File: config.mk
export PLATFORM = sky130hd
export DESIGN_NAME = padc_dig_corr
export DESIGN_NICKNAME = d
export VERILOG_FILES = /design/src/rtl/padc_dig_corr.sv
export SDC_FILE = /design/constraint.sdc
export NUM_CORES = 1
export LEC_CHECK = 0
export BUFFER_PORTS_ARGS = -buffer_cell sky130_fd_sc_hd__buf_2
export CORE_MARGIN = 10
export CORE_UTILIZATION = 45
export DETAILED_ROUTE_END_ITERATION = 12
export MAX_ROUTING_LAYER = met4
export PLACE_DENSITY = 0.75
export RECOVER_POWER = 100
export SETUP_SLACK_MARGIN = 0.5
export SLEW_MARGIN = 25
export SYNTH_ARGS = -nofsm -noshare
export SYNTH_HDL_FRONTEND = slang
export SYNTH_SLANG_ARGS = --single-unit
export TNS_END_PERCENT = 1
File: constraint.sdc
create_clock -name clk -period 5.9 [get_ports clk]
set_clock_uncertainty 0.15 [all_clocks]
set_input_delay 0.59 -clock clk [delete_from_list [all_inputs] [get_ports clk]]
set_output_delay 0.59 -clock clk [all_outputs]
set_load 0.05 [all_outputs]
File: src/rtl/padc_dig_corr.sv
// Digital back end for a pipelined ADC built from 1.5-bit stages. It delay-aligns the raw
// stage codes, forms the overlapped-add result, and flags and counts illegal codes (value 3).
module padc_dig_corr #(
  parameter int N_STAGES  = 7,
  parameter int OUT_W     = N_STAGES + 1,
  parameter bit TWOS_COMP = 1'b0,
  parameter int ERR_CNT_W = 8
) (
  input  logic                 clk,
  input  logic                 rst,
  input  logic [1:0]           dig_raw [N_STAGES],
  output logic [OUT_W-1:0]     dout,
  output logic                 dout_valid,
  output logic                 code_err,
  output logic [N_STAGES-1:0]  err_stage,
  output logic [ERR_CNT_W-1:0] err_cnt
);

  localparam int                FILL_W    = $clog2(N_STAGES + 1);
  localparam logic [FILL_W-1:0] FILL_LAST = FILL_W'(N_STAGES - 1);
  localparam logic [FILL_W-1:0] FILL_MAX  = FILL_W'(N_STAGES);
  localparam logic [OUT_W-1:0]  TC_OFFSET = (OUT_W'(1) << N_STAGES) - OUT_W'(1);

  logic [1:0] aligned [N_STAGES];

  // Stage i is i cycles late relative to stage 0, so it needs N_STAGES-1-i delay registers.
  for (genvar i = 0; i < N_STAGES; i++) begin : g_align
    localparam int DEPTH = N_STAGES - 1 - i;
    if (DEPTH == 0) begin : g_direct
      assign aligned[i] = dig_raw[i];
    end else begin : g_delay
      logic [1:0] sr_q [DEPTH];
      logic [1:0] sr_d [DEPTH];

      always_comb begin
        sr_d[0] = dig_raw[i];
        for (int j = 1; j < DEPTH; j++) sr_d[j] = sr_q[j-1];
      end

      // NOTE: these delay lines are small register arrays, not RAM, so each entry is reset
      // to keep a partially filled pipeline from presenting stale codes after reset.
      always_ff @(posedge clk or posedge rst) begin
        if (rst) begin
          for (int j = 0; j < DEPTH; j++) sr_q[j] <= '0;
        end else begin
          for (int j = 0; j < DEPTH; j++) sr_q[j] <= sr_d[j];
        end
      end

      assign aligned[i] = sr_q[DEPTH-1];
    end
  end

  logic [OUT_W-1:0]     sum;
  logic [N_STAGES-1:0]  err_mask;
  logic                 sample_ok;

  logic [FILL_W-1:0]    fill_q,       fill_d;
  logic [OUT_W-1:0]     dout_q,       dout_d;
  logic                 dout_valid_q, dout_valid_d;
  logic                 code_err_q,   code_err_d;
  logic [N_STAGES-1:0]  err_stage_q,  err_stage_d;
  logic [ERR_CNT_W-1:0] err_cnt_q,    err_cnt_d;

  // Overlapped add; an illegal code 3 is clamped to 2 and its stage is recorded.
  always_comb begin
    sum      = '0;
    err_mask = '0;
    for (int i = 0; i < N_STAGES; i++) begin
      err_mask[i] = (aligned[i] == 2'd3);
      sum = sum + (OUT_W'(err_mask[i] ? 2'd2 : aligned[i]) << (N_STAGES - 1 - i));
    end
  end

  always_comb begin
    sample_ok    = (fill_q >= FILL_LAST);
    fill_d       = (fill_q == FILL_MAX) ? fill_q : fill_q + FILL_W'(1);
    dout_d       = TWOS_COMP ? (sum - TC_OFFSET) : sum;
    dout_valid_d = dout_valid_q | sample_ok;
    code_err_d   = sample_ok & (|err_mask);
    err_stage_d  = sample_ok ? err_mask : '0;
    err_cnt_d    = err_cnt_q;
    if (code_err_d && (err_cnt_q != '1)) err_cnt_d = err_cnt_q + ERR_CNT_W'(1);
  end

  always_ff @(posedge clk or posedge rst) begin
    if (rst) begin
      fill_q       <= '0;
      dout_q       <= '0;
      dout_valid_q <= 1'b0;
      code_err_q   <= 1'b0;
      err_stage_q  <= '0;
      err_cnt_q    <= '0;
    end else begin
      fill_q       <= fill_d;
      dout_q       <= dout_d;
      dout_valid_q <= dout_valid_d;
      code_err_q   <= code_err_d;
      err_stage_q  <= err_stage_d;
      err_cnt_q    <= err_cnt_d;
    end
  end

  assign dout       = dout_q;
  assign dout_valid = dout_valid_q;
  assign code_err   = code_err_q;
  assign err_stage  = err_stage_q;
  assign err_cnt    = err_cnt_q;

endmodule

==> metrics.md, run 1 <==
| Metric | Value |
|---|---|
| Slew Limit Fails | `0` |
| EDFF count, synth | `0` |
| Async S/R FF share, synth | `100%` |
| Fill cell total of the finished layout | `463` |
| Final period utilization | `36.6%` |
| Global route overflow | `0` |
| Vias in the first global route | `1436` |
| Largest net degree at the start of global routing | `71` |
| I/O Buffers | `40` |
| CP Class | `reg -> reg` |
| Gr usage total | `9.82%` |
| CTS tree | `built` |
| Synthesized Nets | `200` |
| Die W | `93.8 microns` |
| Pleak | `1.29 nW` |
| Clock transition at path regs | `0.06 ns` |
| Remaining routing DRC violations | `0` |
| Drt wl/cell | `12.7 microns` |
| I/O pins | `41` |
| RSZ-0062 raised after global routing | `no` |
| Final #Nets | `245` |
| Clock share of power | `27.6%` |
| Routed WL | `3.73 mm` |
| ANT cells | `0` |
| HP Class | `reg -> reg` |
| Area after DPL | `0.00272 sq mm` |
| Count leader, synth | `dfrtp_1` |
| Worst Path Required | `5.97 ns` |
| Row count | `26` |
| Power Total | `1.18 mW` |
| Resized cells post-CTS | `0` |
| Post-synthesis sequential area ratio | `71.5%` |
| Top cells by area, synth | `dfrtp_1 72%, ha_1 4.6%, nand2_1 2.1%` |
| Multi-input logic area | `627 sq um` |
| First-pass detailed-route iteration total | `5` |
| Flop pwr share | `48.7%` |
| Starting Density | `47.0%` |
| Synth top cells by count | `70 x dfrtp_1, 14 x nand2_1, 12 x nor2_1` |
| Largest area contributor in the netlist | `dfrtp_1` |
| CTS Buf Count | `9` |
| Pint | `0.779 mW` |
| Clock Sinks | `70` |
| Reg area | `0.00175 sq mm` |
| Worst skew pair latency | `0.33 ns` |
| Core area | `0.00520 sq mm` |
| Fin. Hold Viols | `0` |
| Min cycle time layout | `2.16 ns` |
| Avg Cell Area, Syn | `14.1 sq um` |
| First-pass GRT wire length | `6.49 mm` |
| P_sw | `0.405 mW` |
| Worst slew pin tran | `0.815 ns` |
| Slew headroom | `45.7%` |
| Via density | `4.58` |
| Root Driver | `clkbuf_8` |
| Die Y | `93.8 microns` |
| VDD IR-drop max | `0.000185 V` |
| Hold Buf Count CTS | `0` |
| Mapped Area | `0.00245 sq mm` |
| Setup bufs post-CTS | `0` |
| DR vias | `1343` |
| Crit. End Element | `flop` |
| Most used DFF post-synth | `dfrtp_1` |
| Status | `finished clean` |
| DP HPWL | `2.62 mm` |
| Crit path DAT | `2.22 ns` |
| Routability cong. | `0.798` |
| Logic pwr share | `23.7%` |
| Synth Warn # | `0` |
| Share of post-route cells with drive strength above 1 | `13.9%` |
| Synth Instances | `174` |
| Post-route cell area | `0.00284 sq mm` |
| Startpoint Class | `flop` |
| Setup TNS after final layout | `0 ns` |
| CTS max path bufs | `2` |
| Final setup violation count | `0` |
| Number of routed nets with antenna violations | `0` |
| Initial antenna violation count | `0` |
| PwrDens | `417 mW/mm^2` |
| Switching Fraction | `34.2%` |
| Reg2reg path depth | `4` |
| CP max FO | `11` |
| Maxcap violations | `0` |
| Hold path depth | `0` |
| DRT iter0 DRCs | `57` |
| Die Area | `0.00879 sq mm` |
| Synthesized flop and latch total | `70` |
| Top cell type's share of synthesized area | `71.5%` |
| H-tree levels | `3` |
| Synthesis-to-finish area growth | `15.8%` |
| Fmax | `464 MHz` |
| Synth unique cells | `31` |
==> worst max-delay path: stages, from the launching register on <==
cell	delay, ns
dfrtp_1	0.39
nand2_1	0.27
a31oi_1	0.48
a21boi_0	0.43
mux2_4	0.33
==> flip-flops by register name, summed over array words and instances (netlist names) <==
signal,flops
aligned,10
code_err,1
g_align.g_delay.sr_d,30
fill_q,3
err_cnt,8
g_align.g_delay.sr_q,2
dout_valid,1
err_stage,7
dout,8
==> metrics by stage <==
| step | cells | util [%] | hold WS [ns] | setup WS, ns |
|---|---|---|---|---|
| after floorplan | 174 | - | 0.181 | 3.39 |
| after global placement | 278 | 52.2 | 0.182 | 3.73 |
| after detailed placement | 278 | 52.2 | 0.185 | 3.66 |
| after CTS | 293 | 55.4 | 0.193 | 3.81 |
| after global routing | 293 | 54.5 | 0.190 | 3.55 |
| final | 293 | 54.5 | 0.195 | 3.74 |
==> logic make-up (layout without fill, tap and decap cells) <==
group	Yosys count	count (layout)	synth area share, %
buf+inv	14	63	2.15
xor+xnor	8	8	2.86
mux	5	5	2.45
fa+ha+maj	10	10	5.42
simple gates	51	51	10.8
flops	70	70	71.5
compound gates	16	16	4.75
==> layout by cell type, fill, tap and decap left out, types with 2 or more instances in the layout <==
| cell type | Yosys | layout |
|---|---|---|
| nand3_1 | 5 | 5 |
| inv_1 | 7 | 7 |
| xnor2_1 | 4 | 4 |
| nor4_1 | 3 | 3 |
| nand2b_1 | 3 | 3 |
| mux2_1 | 2 | 2 |
| xor2_1 | 4 | 4 |
| mux2_2 | 2 | 2 |
| nor2_1 | 12 | 12 |
| ha_1 | 9 | 9 |
| clkbuf_8 | 0 | 11 |
| buf_2 | 0 | 14 |
| dfrtp_1 | 70 | 70 |
| nand2_1 | 14 | 14 |
| nor2b_1 | 8 | 8 |
| clkbuf_1 | 7 | 29 |
| o211ai_1 | 2 | 2 |
| a22oi_1 | 2 | 2 |
| a21oi_1 | 6 | 6 |
==> routing by layer <==
metal	track usage, %	wire [microns]
met5	-	0
met4	4.94	45
met3	4.96	270
met2	15.3	1800
met1	10.1	1620
==> power by group through the flow <==
stage	clock, mW	combinational (mW)	sequential [mW]
after floorplan	0	0.0963	0.715
after global placement	0	0.295	0.584
after detailed placement	0	0.299	0.586
after CTS	0.339	0.300	0.577
after global routing	0.364	0.303	0.584
final	0.327	0.281	0.576
==> area by class of cell <==
| class | count | share of cell area, % |
|---|---|---|
| clock buffer | 14 | 5.74 |
| clock inverter | 1 | 0.177 |
| inverter | 7 | 0.927 |
| multi-input combinational | 90 | 22.1 |
| tap | 70 | 3.09 |
| sequential | 70 | 61.8 |
| timing repair buffer | 41 | 6.18 |
==> path summary, 6_finish.rpt <==
kind / from / to / slack [ns]
max: fill_q[1] / err_cnt[1] / 3.74
max in group asynchronous: rst / fill_q[1] / 4.72
min in group asynchronous: rst / g_align[0].g_delay.sr_d[9] / 0.34
min reg2reg: g_align[0].g_delay.sr_d[4] / g_align[0].g_delay.sr_d[2] / 0.20
max reg2reg: fill_q[1] / err_cnt[1] / 3.74
min: g_align[0].g_delay.sr_d[4] / g_align[0].g_delay.sr_d[2] / 0.20
No activity file was read; power rests on OpenSTA's default activity.
==> inputs of run 2 (changes only) <==
==> constraint.sdc (replaced) <==
create_clock -name clk -period 2.05 [get_ports clk]
set_clock_uncertainty 0.15 [all_clocks]
set_input_delay 0.205 -clock clk [delete_from_list [all_inputs] [get_ports clk]]
set_output_delay 0.205 -clock clk [all_outputs]
set_load 0.05 [all_outputs]
==> run 2 against run 1 <==
Compared with the run above:
- first-iteration DRC count fell by 1.8%
- total power rose to 3.0 times the previous value
- sequential share of layout area fell by 6.6 points
- cell area rose by 12%
==> metrics.md, run 2 (same netlist as run 1, synthesis figures left out) <==
| Metric | Value |
|---|---|
| Crit path DAT | `2.09 ns (-0.13 ns)` |
| Min cycle time layout | `1.96 ns (-0.193 ns)` |
| R2r startpoint | `aligned[7]` |
| Number of routed nets with antenna violations | `0 (unchanged)` |
| Reg2reg path depth | `6 (+2)` |
| Die Area | `0.00879 sq mm (unchanged)` |
| Final setup violation count | `0 (unchanged)` |
| Most frequent cells in the layout | `68 x dfrtp_1, 27 x clkbuf_1, 16 x dlygate4sd3_1` |
| Slew Limit Fails | `0 (unchanged)` |
| First-pass GRT wire length | `7.06 mm (+8.8%)` |
| Max reg flops | `30 (unchanged)` |
| DR vias | `1436 (+6.9%)` |
| I/O pins | `41 (unchanged)` |
| Crit. End Element | `flop` |
| Global route overflow | `0 (unchanged)` |
| R2R Setup Slk | `0.09 ns (-3.66 ns)` |
| CP Cell Sequence | `and2b_2, ha_4, nor2b_1, o31a_1, or4_1, nand3_1` |
| Clock transition at path regs | `0.07 ns (about the same)` |
| Clock Sinks | `70 (unchanged)` |
| Share of post-route cells with drive strength above 1 | `23.2% (+9.3 points)` |
| Drt wl/cell | `13.1 microns (+2.8%)` |
| Remaining routing DRC violations | `0 (unchanged)` |
| Max stage delay on crit path | `0.41 ns (-0.07 ns)` |
| CTS tree | `built` |
| Via density | `4.54 (-0.86%)` |
| Row count | `26 (unchanged)` |
| Core area | `0.00520 sq mm (unchanged)` |
| Worst Path Required | `2.17 ns (-3.80 ns)` |
| Cell at the slowest stage of the critical path | `or4_1` |
| Worst slew pin tran | `1.18 ns (+0.362 ns)` |
| Hold Path Sink | `dout[1]` |
| Die Y | `93.8 microns (unchanged)` |
| Maxcap violations | `0 (unchanged)` |
| Root Driver | `clkbuf_8` |
| Vias in the first global route | `1537 (+7.0%)` |
| Final #Nets | `267 (+9.0%)` |
| Status | `finished clean` |
| Pleak | `1.42 nW (+9.7%)` |
| CP startpoint | `aligned[7]` |
| R2r endpoint | `dout[7]` |
| CP Class | `reg -> reg` |
| Starting Density | `47.0% (unchanged)` |
| Die W | `93.8 microns (unchanged)` |
| Gr usage total | `10.7% (+0.83 points)` |
| CTS Buf Count | `9 (unchanged)` |
| RSZ-0062 raised after global routing | `yes` |
| Final non-filler cell total | `316 (+7.8%)` |
| DP HPWL | `2.74 mm (+4.7%)` |
| HP Class | `in -> reg` |
| CP max FO | `3 (-8)` |
| Hold path depth | `2 (+2)` |
| I/O Buffers | `40 (unchanged)` |
| VDD IR-drop max | `0.000600 V (+220%)` |
| Hold path startpoint | `dig_raw[1]` |
| H-tree levels | `3 (unchanged)` |
| Largest net degree at the start of global routing | `26 (-63%)` |
| Routed WL | `4.14 mm (+11%)` |
| CTS max path bufs | `2 (unchanged)` |
| Setup TNS after final layout | `0 ns (unchanged)` |
| Fmax | `509 MHz (+9.8%)` |
| Fin. Hold Viols | `0 (unchanged)` |
| ANT cells | `0 (unchanged)` |
| Final period utilization | `95.8% (+59 points)` |
| First-pass detailed-route iteration total | `4 (-1)` |
| Most common cell after layout, fill and taps aside | `dfrtp_1` |
| PwrDens | `1120 mW/mm^2 (+170%)` |
| DRT iter0 DRCs | `56 (-1.8%)` |
| Initial antenna violation count | `0 (unchanged)` |
| Routability cong. | `0.794 (-0.46%)` |
| Fin util | `61.1% (+6.6 points)` |
| Dpl cells | `281 (+1.1%)` |
| Startpoint Class | `flop` |
| Worst skew pair latency | `0.34 ns (about the same)` |
| Slew headroom | `21.1% (-25 points)` |
| Synthesis-to-finish area growth | `29.9%` |
[run 2: cell types whose count changed in the layout (fill, tap and decap cells not counted), sizes merged]
cell	change
buf	+5
clkinv	+2
clkbuf	-3
clkinvlp	+2
inv	+1
dlygate4sd3	+16
[run 2: repair_timing]
| action | CTS | global route |
|---|---|---|
| hold buffers | 16 | 0 |
| pin swaps | 1 | 10 |
| resized for setup | 3 | 15 |
| endpoints found under the setup margin | 14 | 15 |
| hold endpoints to repair | 37 | 0 |
| buffers inserted | 3 | 0 |
[run 2: metrics by stage]
| step | power, mW | hold slack, ns | cell area (sq um) | setup WS [ns] |
|---|---|---|---|---|
| 2_1_floorplan | 2.34 | 0.0864 | 2450 | 0.0592 |
| 3_3_place_gp | 2.54 | 0.148 | 2770 | 0.0790 |
| 3_5_place_dp | 2.55 | 0.152 | 2770 | 0.000932 |
| 4_1_cts | 3.58 | -0.00148 | 3140 | 0.0538 |
| 5_1_grt | 3.77 | 0.134 | 3180 | -0.0236 |
| 6_report | 3.56 | 0.170 | 3180 | 0.0859 |
[run 2: worst max-delay path by stage]
stage,end,slack [ns],cells after the start
floorplan,err_cnt[1],0.06,5
detailed placement,dout[7],0.0009,8
global route,err_cnt[1],-0.02,5
finish,dout[7],0.09,6
global placement,dout[7],0.08,8
CTS,dout[7],0.05,6
[run 2: report_power, final]
part / total, mW / internal [mW] / switching (mW) / leakage (nW)
Sequential: 1.67 / 1.53 / 0.134 / 0.810
Clock: 0.991 / 0.478 / 0.513 / 0.0930
Combinational: 0.899 / 0.261 / 0.638 / 0.515
Total: 3.56 / 2.27 / 1.29 / 1.42
[run 2: area by class of cell]
type,count,area (sq um)
well taps,70,87.6
inverters,7,27.5
fillers,426,2020
multi-input cells,90,728
clock buffers,10,138
flip-flops and latches,70,1750
clock inverters,6,43.8
repair buffers,63,402
[run 2: critical path, delay by kind of cell (launching register included)]
| family | cells | cell delay, ns |
|---|---|---|
| adders and majority gates | 1 | 0.24 |
| DFF | 1 | 0.37 |
| and+or+nand+nor | 4 | 0.89 |
| AOI/OAI and AO/OA | 1 | 0.26 |
[run 2: per-layer routing]
metal	global-route usage, %	share of wire (%)	routed length (microns)	vias up
met5	-	0	0	-
met4	7.09	3.0	123	0
met3	4.64	6.8	280	10
met2	15.8	48	1970	38
met1	11.3	43	1760	678
li1	-	-	-	710
==> inputs of run 3 (changes only) <==
--- a/config.mk
+++ b/config.mk
@@ -6,7 +6,7 @@
 export NUM_CORES = 1
 export LEC_CHECK = 0
 export BUFFER_PORTS_ARGS = -buffer_cell sky130_fd_sc_hd__buf_2
-export CORE_MARGIN = 10
+export CORE_MARGIN = 5
 export CORE_UTILIZATION = 45
 export DETAILED_ROUTE_END_ITERATION = 12
 export MAX_ROUTING_LAYER = met4
==> run 3 against run 2 <==
Compared with the run above:
- sequential power about the same
- first-iteration DRC count increased by 38%
- combinational power increased by 3.1%
- highest routed layer unchanged
- largest cell class unchanged
- maximum frequency decreased by 2.4%
- critical path type unchanged
- non-clock buffer count increased by 6
- wire length decreased by 0.85%
- sequential cell count unchanged
- total power increased by 6.6%
==> metrics.md, run 3 (same netlist as run 1, synthesis figures left out) <==
| Metric | Value |
|---|---|
| Status | `finished clean` |
| Dpl cells | `281 (unchanged)` |
| P_sw | `1.26 mW (-1.6%)` |
| Most used cell, CP | `buf_4` |
| Clock transition at path regs | `0.07 ns (about the same)` |
| Largest net degree at the start of global routing | `71 (+170%)` |
| DRT met1 WL | `1.67 mm (-5.2%)` |
| Buf/Inv on CP | `3 (+3)` |
| Reg area | `0.00175 sq mm (-0.14%)` |
| Logic pwr share | `24.4% (-0.9 points)` |
| Delay-heaviest family, CP | `buffers and inverters` |
| CP Class | `reg -> reg` |
| Root Driver | `clkbuf_8` |
| R2R Setup Slk | `0.04 ns (-0.05 ns)` |
| Synthesis-to-finish area growth | `32.1%` |
| Gr usage total | `13.1% (+2.5 points)` |
| Area after DPL | `0.00276 sq mm (-0.45%)` |
| Remaining routing DRC violations | `0 (unchanged)` |
| Setup ws final | `0.0367 ns (-0.0492 ns)` |
| Worst Path Required | `2.12 ns (-0.05 ns)` |
| Starting Density | `47.0% (unchanged)` |
| DR vias | `1489 (+3.7%)` |
| Die Area | `0.00702 sq mm (-20%)` |
| Crit path DAT | `2.08 ns (about the same)` |
| Max reg flops | `30 (unchanged)` |
| Post-route cell area | `0.00324 sq mm (+1.7%)` |
| Fin. Hold Viols | `0 (unchanged)` |
| Slew headroom | `40.5% (+19 points)` |
| Row count | `26 (unchanged)` |
| Met3 wire len | `299 microns (+6.8%)` |
| Crit. End Element | `flop` |
| H-tree levels | `3 (unchanged)` |
| DRT iter0 DRCs | `77 (+38%)` |
| CP max FO | `3 (unchanged)` |
| CTS tree | `built` |
| CP Cell Sequence | `buf_4, buf_4, a222oi_1, buf_4, and3_4, nor4_4, mux2_4` |
| I/O Buffers | `40 (unchanged)` |
| First-pass detailed-route iteration total | `4 (unchanged)` |
| Die W | `83.8 microns (-11%)` |
| Startpoint Class | `flop` |
| I/O pins | `41 (unchanged)` |
| Final #Nets | `273 (+2.2%)` |
| Place WS | `0.0119 ns (+0.0109 ns)` |
| Final period utilization | `98.2% (+2.4 points)` |
| Initial antenna violation count | `0 (unchanged)` |
| ANT cells | `0 (unchanged)` |
| Final non-filler cell total | `322 (+1.9%)` |
| Hold path startpoint | `dig_raw[1]` |
| Via density | `4.62 (+1.8%)` |
| Maxcap violations | `0 (unchanged)` |
| Flop pwr share | `44.0% (-2.9 points)` |
| Die Y | `83.8 microns (-11%)` |
| Highest Signal Layer | `met4` |
| Global route overflow | `0 (unchanged)` |
| Share of post-route cells with drive strength above 1 | `23.0% (-0.15 points)` |
| Routability cong. | `0.785 (-1.1%)` |
| Core area | `0.00520 sq mm (unchanged)` |
| Drt wl/cell | `12.7 microns (-2.7%)` |
| Switching Fraction | `33.3% (-2.8 points)` |
| R2r startpoint | `g_align[5].g_delay.sr_q[0]` |
| Cell at the slowest stage of the critical path | `dfrtp_1` |
| Pint | `2.53 mW (+11%)` |
| Hold Path Sink | `dout[1]` |
| Fmax | `497 MHz (-2.4%)` |
| First-pass GRT wire length | `6.82 mm (-3.3%)` |
| Slew Limit Fails | `0 (unchanged)` |
| VDD IR-drop max | `0.000536 V (-11%)` |
| Number of routed nets with antenna violations | `0 (unchanged)` |
| Most common cell after layout, fill and taps aside | `dfrtp_1` |
| R2r endpoint | `err_cnt[6]` |
| Most frequent cells in the layout | `70 x dfrtp_1, 29 x clkbuf_1, 16 x dlygate4sd3_1` |
| Clock share of power | `31.6% (+3.8 points)` |
| Hold path depth | `2 (unchanged)` |
| Max stage delay on crit path | `0.38 ns (-0.03 ns)` |
| CTS Buf Count | `9 (unchanged)` |
| Pleak | `1.45 nW (+2.2%)` |
| Vias in the first global route | `1524 (-0.85%)` |
| Final setup violation count | `0 (unchanged)` |
| Worst slew pin tran | `0.893 ns (-0.284 ns)` |
| Fill cell total of the finished layout | `401 (-5.9%)` |
| Min cycle time layout | `2.01 ns (+0.0492 ns)` |
| Worst hold slack | `0.126 ns (-0.0442 ns)` |
| DR WL met2 | `2.03 mm (+2.9%)` |
| HP Class | `in -> reg` |
| DP HPWL | `2.46 mm (-10%)` |
| Multi-input logic area | `722 sq um (-0.86%)` |
| CTS max path bufs | `2 (unchanged)` |
| Routed WL | `4.10 mm (-0.85%)` |
| PwrDens | `1170 mW/mm^2 (+4.8%)` |
| Clock Sinks | `70 (unchanged)` |
| RSZ-0062 raised after global routing | `yes` |
| Worst skew pair latency | `0.34 ns (about the same)` |
| Reg2reg path depth | `7 (+1)` |
## run 3: stage by stage
| step | power (mW) | util [%] | setup TNS [ns] |
|---|---|---|---|
| final | 3.79 | 62.2 | 0 |
| after global routing | 3.99 | 62.2 | -0.0356 |
| after CTS | 3.81 | 61.5 | 0 |
| after detailed placement | 2.55 | 53.0 | 0 |
| after global placement | 2.53 | 53.0 | 0 |
| after floorplan | 2.34 | - | 0 |
## run 3: final cells by class
| type | count | share of cell area (%) |
|---|---|---|
| Tap cell | 70 | 2.71 |
| Multi-Input combinational cell | 90 | 22.3 |
| Sequential cell | 70 | 54.1 |
| Clock buffer | 11 | 4.37 |
| Clock inverter | 5 | 2.55 |
| Inverter | 7 | 0.928 |
| Timing Repair Buffer | 69 | 13.0 |
## run 3: how the worst max path moves through the flow
| stage | startpoint | end | slack (ns) | cells past startpoint |
|---|---|---|---|---|
| after floorplan | err_cnt[0] | err_cnt[1] | 0.06 | 5 |
| after global placement | g_align[5].g_delay.sr_q[0] | dout[7] | 0.08 | 8 |
| after detailed placement | g_align[5].g_delay.sr_q[0] | dout[7] | 0.01 | 8 |
| after CTS | g_align[5].g_delay.sr_q[0] | dout[7] | 0.08 | 8 |
| after global routing | g_align[5].g_delay.sr_q[0] | err_cnt[6] | -0.02 | 7 |
| final | g_align[5].g_delay.sr_q[0] | err_cnt[6] | 0.04 | 7 |
## run 3: power groups by stage
stage	Combinational, mW	Sequential [mW]	Clock (mW)
finish	0.927	1.67	1.20
global route	1.00	1.69	1.29
CTS	0.904	1.66	1.24
detailed placement	0.864	1.69	0
global placement	0.850	1.68	0
floorplan	0.278	2.06	0
## run 3: what timing repair did
item	4_1_cts	5_1_grt
gates resized for setup	4	10
pin swaps	5	5
setup endpoints to repair	15	15
setup buffers	6	3
hold buffers	16	0
hold endpoints to repair	84	0
## run 3: worst register-to-register path, cell delays in order (launching register included)
cell and delay [ns]:
dfrtp_1 0.38, buf_4 0.13, buf_4 0.13, a222oi_1 0.30, buf_4 0.21, and3_4 0.24
nor4_4 0.05, mux2_4 0.32
## run 3: routing by layer
metal | GRT usage, % | vias up
li1 | - | 722
met1 | 14.2 | 713
met2 | 19.6 | 46
met3 | 6.81 | 8
met4 | 7.16 | 0
met5 | - | -
